[src/rtl/result_monitor.sv]
// result_monitor: self-check monitor on the CPU data-memory write bus.
// It waits for the begin symbol on the test port. It then compares each
// accepted test-port write against exp_data, a table looked up through
// exp_idx. It counts mismatches and the cycles spent checking, and it
// reports finish/pass at the end of the run.
// Optional feature: define RESULT_MONITOR_FIRST_ERR_EN to add first-mismatch
// capture outputs (first_err_idx/got/exp/vld).
//
//   state  | meaning
//   IDLE   | waiting for the begin symbol on the test port
//   CHECK  | comparing test-port writes, counting cycles
//   REPORT | run over, results frozen until reset
module result_monitor #(
  parameter int              AW        = 30,
  parameter int              DW        = 32,
  parameter int              EW        = 8,
  parameter int              CW        = 16,
  parameter int              IW        = 7,
  parameter logic [AW-1:0]   TEST_PORT = 30'hFF,
  parameter logic [DW-1:0]   BEGIN_SYM = 32'h00000168,
  parameter int              CHECK_NUM = 95,
  parameter bit              SWAP_EN   = 1'b1,
  parameter int              TIMEOUT   = 0
) (
  input  logic          clk,
  input  logic          rst,
  input  logic [AW-1:0] addr,
  input  logic [DW-1:0] data,
  input  logic          wen,
  output logic [IW-1:0] exp_idx,
  input  logic [DW-1:0] exp_data,
  output logic [EW-1:0] error_num,
  output logic [CW-1:0] duration,
  output logic          finish,
  output logic          pass,
  output logic          timeout
`ifdef RESULT_MONITOR_FIRST_ERR_EN
  ,
  output logic [IW-1:0] first_err_idx,
  output logic [DW-1:0] first_err_got,
  output logic [DW-1:0] first_err_exp,
  output logic          first_err_vld
`endif
);

  typedef enum logic [1:0] {IDLE, CHECK, REPORT} state_t;

  localparam logic [CW-1:0] TO_LAST = CW'(TIMEOUT - 1);
  localparam logic [IW-1:0] IDX_END = IW'(CHECK_NUM);

  state_t        state_q;
  logic          armed_q;
  logic [IW-1:0] exp_idx_q;
  logic [EW-1:0] error_num_q;
  logic [CW-1:0] duration_q;
  logic          finish_q;
  logic          pass_q;
  logic          timeout_q;
  logic [EW-1:0] error_num_d;
  logic [CW-1:0] duration_d;

`ifdef RESULT_MONITOR_FIRST_ERR_EN
  logic [IW-1:0] first_err_idx_q;
  logic [DW-1:0] first_err_got_q;
  logic [DW-1:0] first_err_exp_q;
  logic          first_err_vld_q;
`endif

  logic [DW-1:0] dm;
  logic          port_hit;
  logic          accept;
  logic          begin_hit;
  logic          mismatch;
  logic          to_hit;
  logic          done;

  // Byte-order adjustment of the bus data before any comparison
  always_comb begin
    dm = data;
    if (SWAP_EN) begin
      for (int b = 0; b < DW/8; b++) begin
        dm[8*b +: 8] = data[DW-8-8*b +: 8];
      end
    end
  end

  // A write is accepted only on the first cycle of a wen burst, so a write
  // stalled by the D-cache is counted once.
  assign port_hit  = (addr == TEST_PORT) && wen;
  assign accept    = port_hit && armed_q;
  assign begin_hit = port_hit && (dm == BEGIN_SYM);
  assign mismatch  = (dm != exp_data);
  assign to_hit    = (TIMEOUT != 0) && (duration_q == TO_LAST);
  assign done      = (exp_idx_q == IDX_END);

  // Saturating next values of the two counters
  always_comb begin
    error_num_d = (error_num_q == '1) ? error_num_q : error_num_q + 1'b1;
    duration_d  = (duration_q == '1) ? duration_q : duration_q + 1'b1;
  end

  // Monitor FSM with its counters and registered result flags
  always_ff @(posedge clk or negedge rst) begin
    if (!rst) begin
      state_q     <= IDLE;
      armed_q     <= 1'b0;
      exp_idx_q   <= '0;
      error_num_q <= '1;
      duration_q  <= '0;
      finish_q    <= 1'b0;
      pass_q      <= 1'b0;
      timeout_q   <= 1'b0;
`ifdef RESULT_MONITOR_FIRST_ERR_EN
      first_err_idx_q <= '0;
      first_err_got_q <= '0;
      first_err_exp_q <= '0;
      first_err_vld_q <= 1'b0;
`endif
    end else begin
      armed_q <= ~wen;
      case (state_q)
        IDLE: begin
          if (begin_hit) begin
            state_q     <= CHECK;
            error_num_q <= '0;
            duration_q  <= '0;
            exp_idx_q   <= '0;
          end
        end
        CHECK: begin
          if (to_hit) begin
            // Timeout wins over a write arriving in the same cycle.
            state_q   <= REPORT;
            finish_q  <= 1'b1;
            timeout_q <= 1'b1;
            pass_q    <= 1'b0;
          end else if (done) begin
            state_q    <= REPORT;
            finish_q   <= 1'b1;
            pass_q     <= (error_num_q == '0);
            duration_q <= duration_d;
          end else begin
            duration_q <= duration_d;
            if (accept) begin
              exp_idx_q <= exp_idx_q + 1'b1;
              if (mismatch) begin
                error_num_q <= error_num_d;
`ifdef RESULT_MONITOR_FIRST_ERR_EN
                if (!first_err_vld_q) begin
                  first_err_idx_q <= exp_idx_q;
                  first_err_got_q <= dm;
                  first_err_exp_q <= exp_data;
                  first_err_vld_q <= 1'b1;
                end
`endif
              end
            end
          end
        end
        REPORT: begin
          state_q <= REPORT;
        end
        default: begin
          state_q <= IDLE;
        end
      endcase
    end
  end

  assign exp_idx   = exp_idx_q;
  assign error_num = error_num_q;
  assign duration  = duration_q;
  assign finish    = finish_q;
  assign pass      = pass_q;
  assign timeout   = timeout_q;

`ifdef RESULT_MONITOR_FIRST_ERR_EN
  assign first_err_idx = first_err_idx_q;
  assign first_err_got = first_err_got_q;
  assign first_err_exp = first_err_exp_q;
  assign first_err_vld = first_err_vld_q;
`endif

endmodule
[config.mk]
export PLATFORM = sky130hd
export DESIGN_NAME = result_monitor
export DESIGN_NICKNAME = d
export VERILOG_FILES = /design/src/rtl/result_monitor.sv
export SDC_FILE = /design/constraint.sdc
export NUM_CORES = 1
export LEC_CHECK = 0
export ABC_AREA = 1
export BUFFER_PORTS_ARGS = -buffer_cell sky130_fd_sc_hd__buf_2
export CAP_MARGIN = 25
export CORE_ASPECT_RATIO = 0.6
export CORE_MARGIN = 3
export CORE_UTILIZATION = 44
export CTS_BUF_LIST = sky130_fd_sc_hd__clkbuf_4
export CTS_CLUSTER_DIAMETER = 100
export DETAILED_ROUTE_END_ITERATION = 6
export GPL_TIMING_DRIVEN = 0
export PLACE_DENSITY_LB_ADDON = 0.1
export SLEW_MARGIN = 40
export SYNTH_ARGS = -nofsm -noshare
export SYNTH_HDL_FRONTEND = slang
export SYNTH_SLANG_ARGS = --single-unit
[constraint.sdc]
create_clock -name clk -period 1.7 [get_ports clk]
set_input_delay 0.255 -clock clk [delete_from_list [all_inputs] [get_ports clk]]
set_output_delay 0.255 -clock clk [all_outputs]
set_load 0.1 [all_outputs]
==> results of run 1 <==
==> layer usage <==
| layer | GRT usage | wire [um] | vias up |
|---|---|---|---|
| li1 | - | - | 1678 |
| met1 | 0.2979 | 4196 | 1492 |
| met2 | 0.3595 | 4095 | 122 |
| met3 | 0.04359 | 656 | 5 |
| met4 | 0.02304 | 36 | 0 |
| met5 | 0 | 0 | - |
==> Yosys cell counts, types with 2 or more instances <==
cell type / instances / area [sq um]
buf_4: 3 / 22.52
nand2_1: 131 / 491.7
inv_1: 33 / 123.9
nor3_1: 5 / 25.02
o21ai_0: 17 / 85.08
nand2_2: 4 / 25.02
xor2_1: 12 / 105.1
a21oi_1: 10 / 50.05
dfrtp_1: 28 / 700.7
nor3b_1: 2 / 15.01
nor3_2: 2 / 20.02
xnor2_1: 27 / 236.5
o21ai_1: 4 / 20.02
ha_1: 7 / 87.58
nand3b_1: 5 / 37.54
nor2_2: 3 / 18.77
nor4_1: 2 / 12.51
nand4_1: 5 / 31.28
dfstp_2: 8 / 210.2
or2_2: 9 / 56.30
nor2_1: 68 / 255.2
nand3_1: 27 / 135.1
clkbuf_1: 2 / 7.510
==> state kept, by name, indices dropped and copies added, names as in the netlist <==
name       count
exp_idx        7
pass           1
duration      16
finish         1
error_num      8
state_q        2
armed_q        1
==> stage by stage <==
stage	total power (W)	worst slack (ns)	util	TNS (ns)	cell area [sq um]
after detailed placement	0.001152	-0.3249	0.6091	-4.368	3806
final	0.001633	-0.1133	0.7062	-1.647	4413
after global routing	0.001710	-0.1986	0.7062	-3.605	4413
after floorplan	0.0009940	-0.2672	-	-4.553	3055
after CTS	0.001640	-0.1364	0.6406	-1.848	4003
after global placement	0.001145	-0.2934	0.6091	-3.623	3806
==> path summary, 6_finish.rpt <==
| kind | slack [ns] | endpoint | from |
|---|---|---|---|
| worst max-delay path | -0.11 | error_num[6] | error_num[0] |
| worst min-delay path | 0.06 | armed_q | wen |
| worst max register to register | -0.11 | error_num[6] | error_num[0] |
| worst min register to register | 0.48 | finish | finish |
| max in group asynchronous | 0.92 | duration[1] | rst |
| min in group asynchronous | 0.39 | duration[11] | rst |
==> area by class of cell <==
cell class | instances | area (sq um)
multi-input combinational | 349 | 2122
clock inverter | 1 | 5.005
clock buffer | 7 | 52.55
inverter | 35 | 138.9
timing repair buffer | 157 | 933.4
tap | 84 | 105.1
antenna | 1 | 2.502
sequential | 36 | 965.9
buffer | 8 | 87.58
fill | 514 | 1836
==> layout by cell type, fill, tap and decap left out, types with 2 or more instances in the layout <==
cell       synthesis  final
clkbuf_16          0      3
inv_2              1      3
o21ai_1            4     13
dfrtp_1           28      6
nand4_1            5      5
or2_2              9      9
nor3_2             2      2
dfstp_4            0      2
o21ai_0           17      2
nand2_1          131     96
xor2_1            12     12
nand2_8            0      2
inv_1             33     31
nand3_1           27     22
nor4_1             2      2
ha_1               7      3
buf_4              3     24
nor2_2             3      4
nor3_1             5      4
buf_6              0      5
dfstp_2            8      6
buf_2              1    126
o21ai_2            1      7
dfrtp_2            0     14
nand2_4            1     13
dfrtp_4            0      8
clkbuf_4           0      7
a21oi_1           10      9
nor2_1            68     64
nor2_4             0      3
nand2_2            4     26
nand3b_1           5      5
ha_4               0      4
xnor2_1           27     27
nand3_2            0      5
buf_8              1      4
==> power groups by stage <==
stage	Clock, W	Sequential, W	Combinational [W]
4_1_cts	0.000503	0.000858	0.000279
3_5_place_dp	0	0.000874	0.000278
5_1_grt	0.000537	0.000858	0.000315
2_1_floorplan	0	0.000874	0.000120
3_3_place_gp	0	0.000874	0.000271
6_report	0.000497	0.000858	0.000279
==> timing repair <==
item                       4_1_cts  5_1_grt
setup buffers                   11       12
gates cloned                     1        4
resized for setup               12       71
setup endpoints to repair       33       38
hold buffers                     0        1
pin swaps                        4       16
hold endpoints to repair         0       28
==> kinds of logic (layout without fill, tap and decap cells) <==
| group | count (synthesis) | count (layout) | share of synthesized area |
|---|---|---|---|
| buf+inv | 43 | 208 | 0.06531 |
| flops | 36 | 36 | 0.3149 |
| simple gates | 268 | 269 | 0.4109 |
| compound gates | 33 | 33 | 0.05926 |
| xor+xnor | 39 | 39 | 0.1181 |
| other cells | 1 | 2 | 0.001296 |
| fa+ha+maj | 7 | 7 | 0.03028 |
==> flow_summary.yaml, run 1 <==
sta:
  layout_setup_ws_ns: -0.1133
  holdWs_ns: 0.06184
  setup_viol: 29
  min_period_over_period: 1.067
  min_period_ns: 1.813
  rsz0062_at_grt: "yes"
  clock.fmax_mhz: 551.5
  final-max-slew-violation-count: 0
  skew_ns: 0.02281
  slew_headroom: 0.6061
  worst_pin_slew_ns: 0.5908
  hold_viol: 0
synth:
  ys_types: 36
  synth-async-reset-ratio: 1.000
  synth_nets: 531
  synth_edf_count: 0
  synth-seq-cells: 36
  ys_warn_count: 0
  syn_area_sq_um: 2893
  syn_inst: 427
  ys.flop_type: "dfrtp_1"
  avgSynthCellArea_sq_um: 6.775
  ys_seq_area_frac: 0.3149
power_and_ir_drop:
  pwr-share-comb: 0.171
  peakVddDrop_uv: 210.4
  p_seq_frac: 0.525
  power.density_nw_per_um2: 370.0
  p_sw_frac: 0.2656
  p_sw_w: 0.0004338
  clkPwrFrac: 0.304
  p_leak_nw: 2.123
  internal_power_w: 0.001199
cts:
  root_buffer: "clkbuf_4"
  insertion_delay_ns: 0.36
  cts_tree: "yes"
  clk_pin_slew_ns: 0.11
  cts.sinks: 36
  cts_buffer_depth: 2
  htree_levels: 2
  cts_buffers: 5
placed_design:
  port-buffer-count: 129
  place.gp.congestion: 0.8560
  dp_cells: 640
  hpwl_mm: 6.384
finish:
  fin_cells: 678
  drive_above_1_share: 0.4823
  fin_nets: 696
  area_delta_synth_final_pct: 52.55
global_routing:
  grt_max_degree: 37
  antenna_found_initial: 1
  grt_pass1_vias: 2872
  grt_overflow_total: 0
  grtUsageTotal: 0.2136
  grt_pass1_wl_mm: 13.18
critical_path:
  path_class: "reg2reg"
  crit_path_frequent_cell: "nand2_4"
  cp_data_required_time_ns: 1.99
  cp.depth: 12
  rr_worst_depth: 12
  crit_chain: "ha_4 -> nand2_2 -> inv_2 -> nand2_4 -> nor2_4 -> and3_4 -> nand2_4 -> nand2_4 -> nand2_8 -> nand2_8 -> nand2_2 -> nand2_1"
  crit_family: "simple AND/OR/NAND/NOR gates"
  end_kind: "flop"
  worstPathBufferInverterCount: 1
  worstPathMaxFanout: 8
  slowest_stage: "dfstp_4"
  worst_ep_arrival_time_ns: 2.10
  slowest_delay_ns: 0.65
  start_kind: "flop"
routing:
  drc: 0
  wl_mm: 8.984
  via_per_inst: 4.863
  dr_total_vias: 3297
  drt_iter0_markers: 188
  final_antenna_net_count: 0
  wl_per_cell_um: 13.25
  drtPass1Iterations: 4
die:
  io-pin-count: 131
  initial_core_util: 0.4630
  die_y_um: 68.81
  fp.dieW_um: 110.7
  die_area_sq_um: 7615
  rows: 22
  coreArea_sq_um: 6248
hold_path:
  hp-class: "in2reg"
  worstHoldPathCells: 2
outcome:
  status: "finished with violations"
  violations: "setup timing"
run:
  maxCapViolCount: 0
No activity file was read; power rests on OpenSTA's default activity.
==> run 2, diff against run 1 <==
--- a/config.mk
+++ b/config.mk
@@ -9,7 +9,7 @@
 export BUFFER_PORTS_ARGS = -buffer_cell sky130_fd_sc_hd__buf_2
 export CAP_MARGIN = 25
 export CORE_ASPECT_RATIO = 0.6
-export CORE_MARGIN = 3
+export CORE_MARGIN = 1
 export CORE_UTILIZATION = 44
 export CTS_BUF_LIST = sky130_fd_sc_hd__clkbuf_4
 export CTS_CLUSTER_DIAMETER = 100
==> run 2 against run 1 <==
  * The run still ends with setup timing left
  * Register-to-register slack about the same
  * Hold slack gained 0.012 ns
  * Clock-buffer cell count fell by 2
  * Die area fell by 9.2%
  * Global-route usage is 3.0 points higher
  * Final area shrank 5.4%
  * First-iteration DRC count fell by 4.3%
  * Power down 2.0%
  * Critical endpoint is now exp_idx[5]
==> flow_summary.yaml, run 2 (synthesis results as in run 1) <==
global_routing:
  grt_pass1_wl_mm: 13.31
  busiest_layer: "met2"
  grt_util_met1: 0.3377
  antenna_found_initial: 0
  grtUsageTotal: 0.2436
  met2_usage: 0.4024
  grt_overflow_total: 0
  grt_use_met3: 0.05231
  grt_max_degree: 37
  grt_pass1_vias: 2930
sta:
  final-max-slew-violation-count: 0
  hold_viol: 0
  finalSetupTns_ns: -2.208
  setup_viol: 30
  skew_ns: 0.01311
  clock.fmax_mhz: 550.0
  layout_setup_ws_ns: -0.1180
  rsz0062_at_grt: "yes"
  holdWs_ns: 0.07392
  min_period_over_period: 1.069
  min_period_ns: 1.818
power_and_ir_drop:
  p_leak_nw: 2.002
  power.density_nw_per_um2: 383.2
  peakVddDrop_uv: 282.6
cts:
  cts_tree: "yes"
  htree_levels: 2
  cts.sinks: 36
  cts_buffer_depth: 2
  clk_pin_slew_ns: 0.12
  cts_buffers: 5
  root_buffer: "clkbuf_4"
  insertion_delay_ns: 0.35
routing:
  dr_total_vias: 3211
  drt_iter0_markers: 180
  wl_per_cell_um: 12.48
  drtPass1Iterations: 4
  wl_mm: 8.297
  final_antenna_net_count: 0
  drc: 0
  via_per_inst: 4.829
die:
  io-pin-count: 131
  fp.dieW_um: 106.7
  coreArea_sq_um: 6221
  die_y_um: 64.81
  initial_core_util: 0.4650
  rows: 22
  die_area_sq_um: 6913
finish:
  drive_above_1_share: 0.4217
  final_common_cell: "buf_2"
  area_delta_synth_final_pct: 44.33
  diodes: 0
  final_core_utilization: 0.6712
  most-common-layout-cells: "buf_2, nand2_1, nor2_1, inv_1, xnor2_1"
  fin_nets: 684
  fillers: 574
  largest_reg_flops: 16
critical_path:
  ff2ff_setup_slack_ns: -0.12
  crit_family: "simple AND/OR/NAND/NOR gates"
  crit_chain: "inv_2 -> ha_4 -> buf_12 -> inv_8 -> nor4_4 -> nor2_2 -> nand2_2 -> nor2_8 -> buf_6 -> nand3_2 -> o21ai_2"
  cp_data_required_time_ns: 1.95
  slowest_stage: "dfrtp_1"
  end_kind: "flop"
  worstPathBufferInverterCount: 4
  worst_ep_arrival_time_ns: 2.07
  path_class: "reg2reg"
  start_kind: "flop"
  worstPathMaxFanout: 9
  slowest_delay_ns: 0.39
hold_path:
  hp-class: "in2reg"
outcome:
  status: "finished with violations"
  violations: "setup timing"
placed_design:
  port-buffer-count: 129
  place.gp.congestion: 0.9318
  hpwl_mm: 6.221
  post-place-ws_ns: -0.3143
run:
  maxCapViolCount: 0
==> run 2: changes by cell type in the layout (fill, tap and decap cells not counted), moves of 4 or more <==
cell / previous run / this run
nand2_1: 96 / 117
nand2_2: 26 / 12
buf_4: 24 / 16
nand2_4: 13 / 6
o21ai_2: 7 / 2
o21ai_1: 13 / 17
==> run 2: area by class of cell <==
| class | count | area [sq um] | share of cell area |
|---|---|---|---|
| clock buffers | 5 | 37.54 | 0.008990 |
| multi-input cells | 349 | 2007 | 0.4807 |
| inverters | 35 | 138.9 | 0.03326 |
| clock inverters | 3 | 13.76 | 0.003296 |
| well taps | 84 | 105.1 | 0.02517 |
| repair buffers | 146 | 823.3 | 0.1972 |
| plain buffers | 7 | 83.83 | 0.02008 |
| flip-flops and latches | 36 | 965.9 | 0.2313 |
==> run 2: through the flow <==
step / area, sq um / instances / total power (W)
after floorplan: 3055 / 427 / 0.0009940
after global placement: 3806 / 640 / 0.001144
after detailed placement: 3806 / 640 / 0.001153
after CTS: 3989 / 657 / 0.001603
after global routing: 4175 / 665 / 0.001674
final: 4175 / 665 / 0.001600
==> run 2: repair_timing <==
item                                    CTS  global route
endpoints found under the setup margin   33            35
pin swaps                                 8             8
hold buffers                              0             1
resized for setup                        13            29
setup buffers                             9             7
cloned                                    1             1
endpoints found under the hold margin     0            28
==> run 2: path summary, 6_finish.rpt <==
| check | from | endpoint | cells past startpoint |
|---|---|---|---|
| min reg2reg | finish | finish | 1 |
| max in group asynchronous | rst | duration[1] | 2 |
| max | state_q[1] | exp_idx[5] | 11 |
| min | wen | armed_q | 2 |
| min in group asynchronous | rst | exp_idx[4] | 2 |
| max reg2reg | state_q[1] | exp_idx[5] | 11 |
==> run 2: report_power, final <==
group | switching [W] | internal [W]
Clock | 0.000311 | 0.000152
Sequential | 0.000000358 | 0.000857
Combinational | 0.000130 | 0.000149
Total | 0.000442 | 0.00116
==> run 2: layer usage <==
layer | vias to the layer above | part of all wire
met5 | - | 0
met4 | 0 | 0.0046
met3 | 4 | 0.074
met2 | 127 | 0.45
met1 | 1431 | 0.47
li1 | 1649 | -
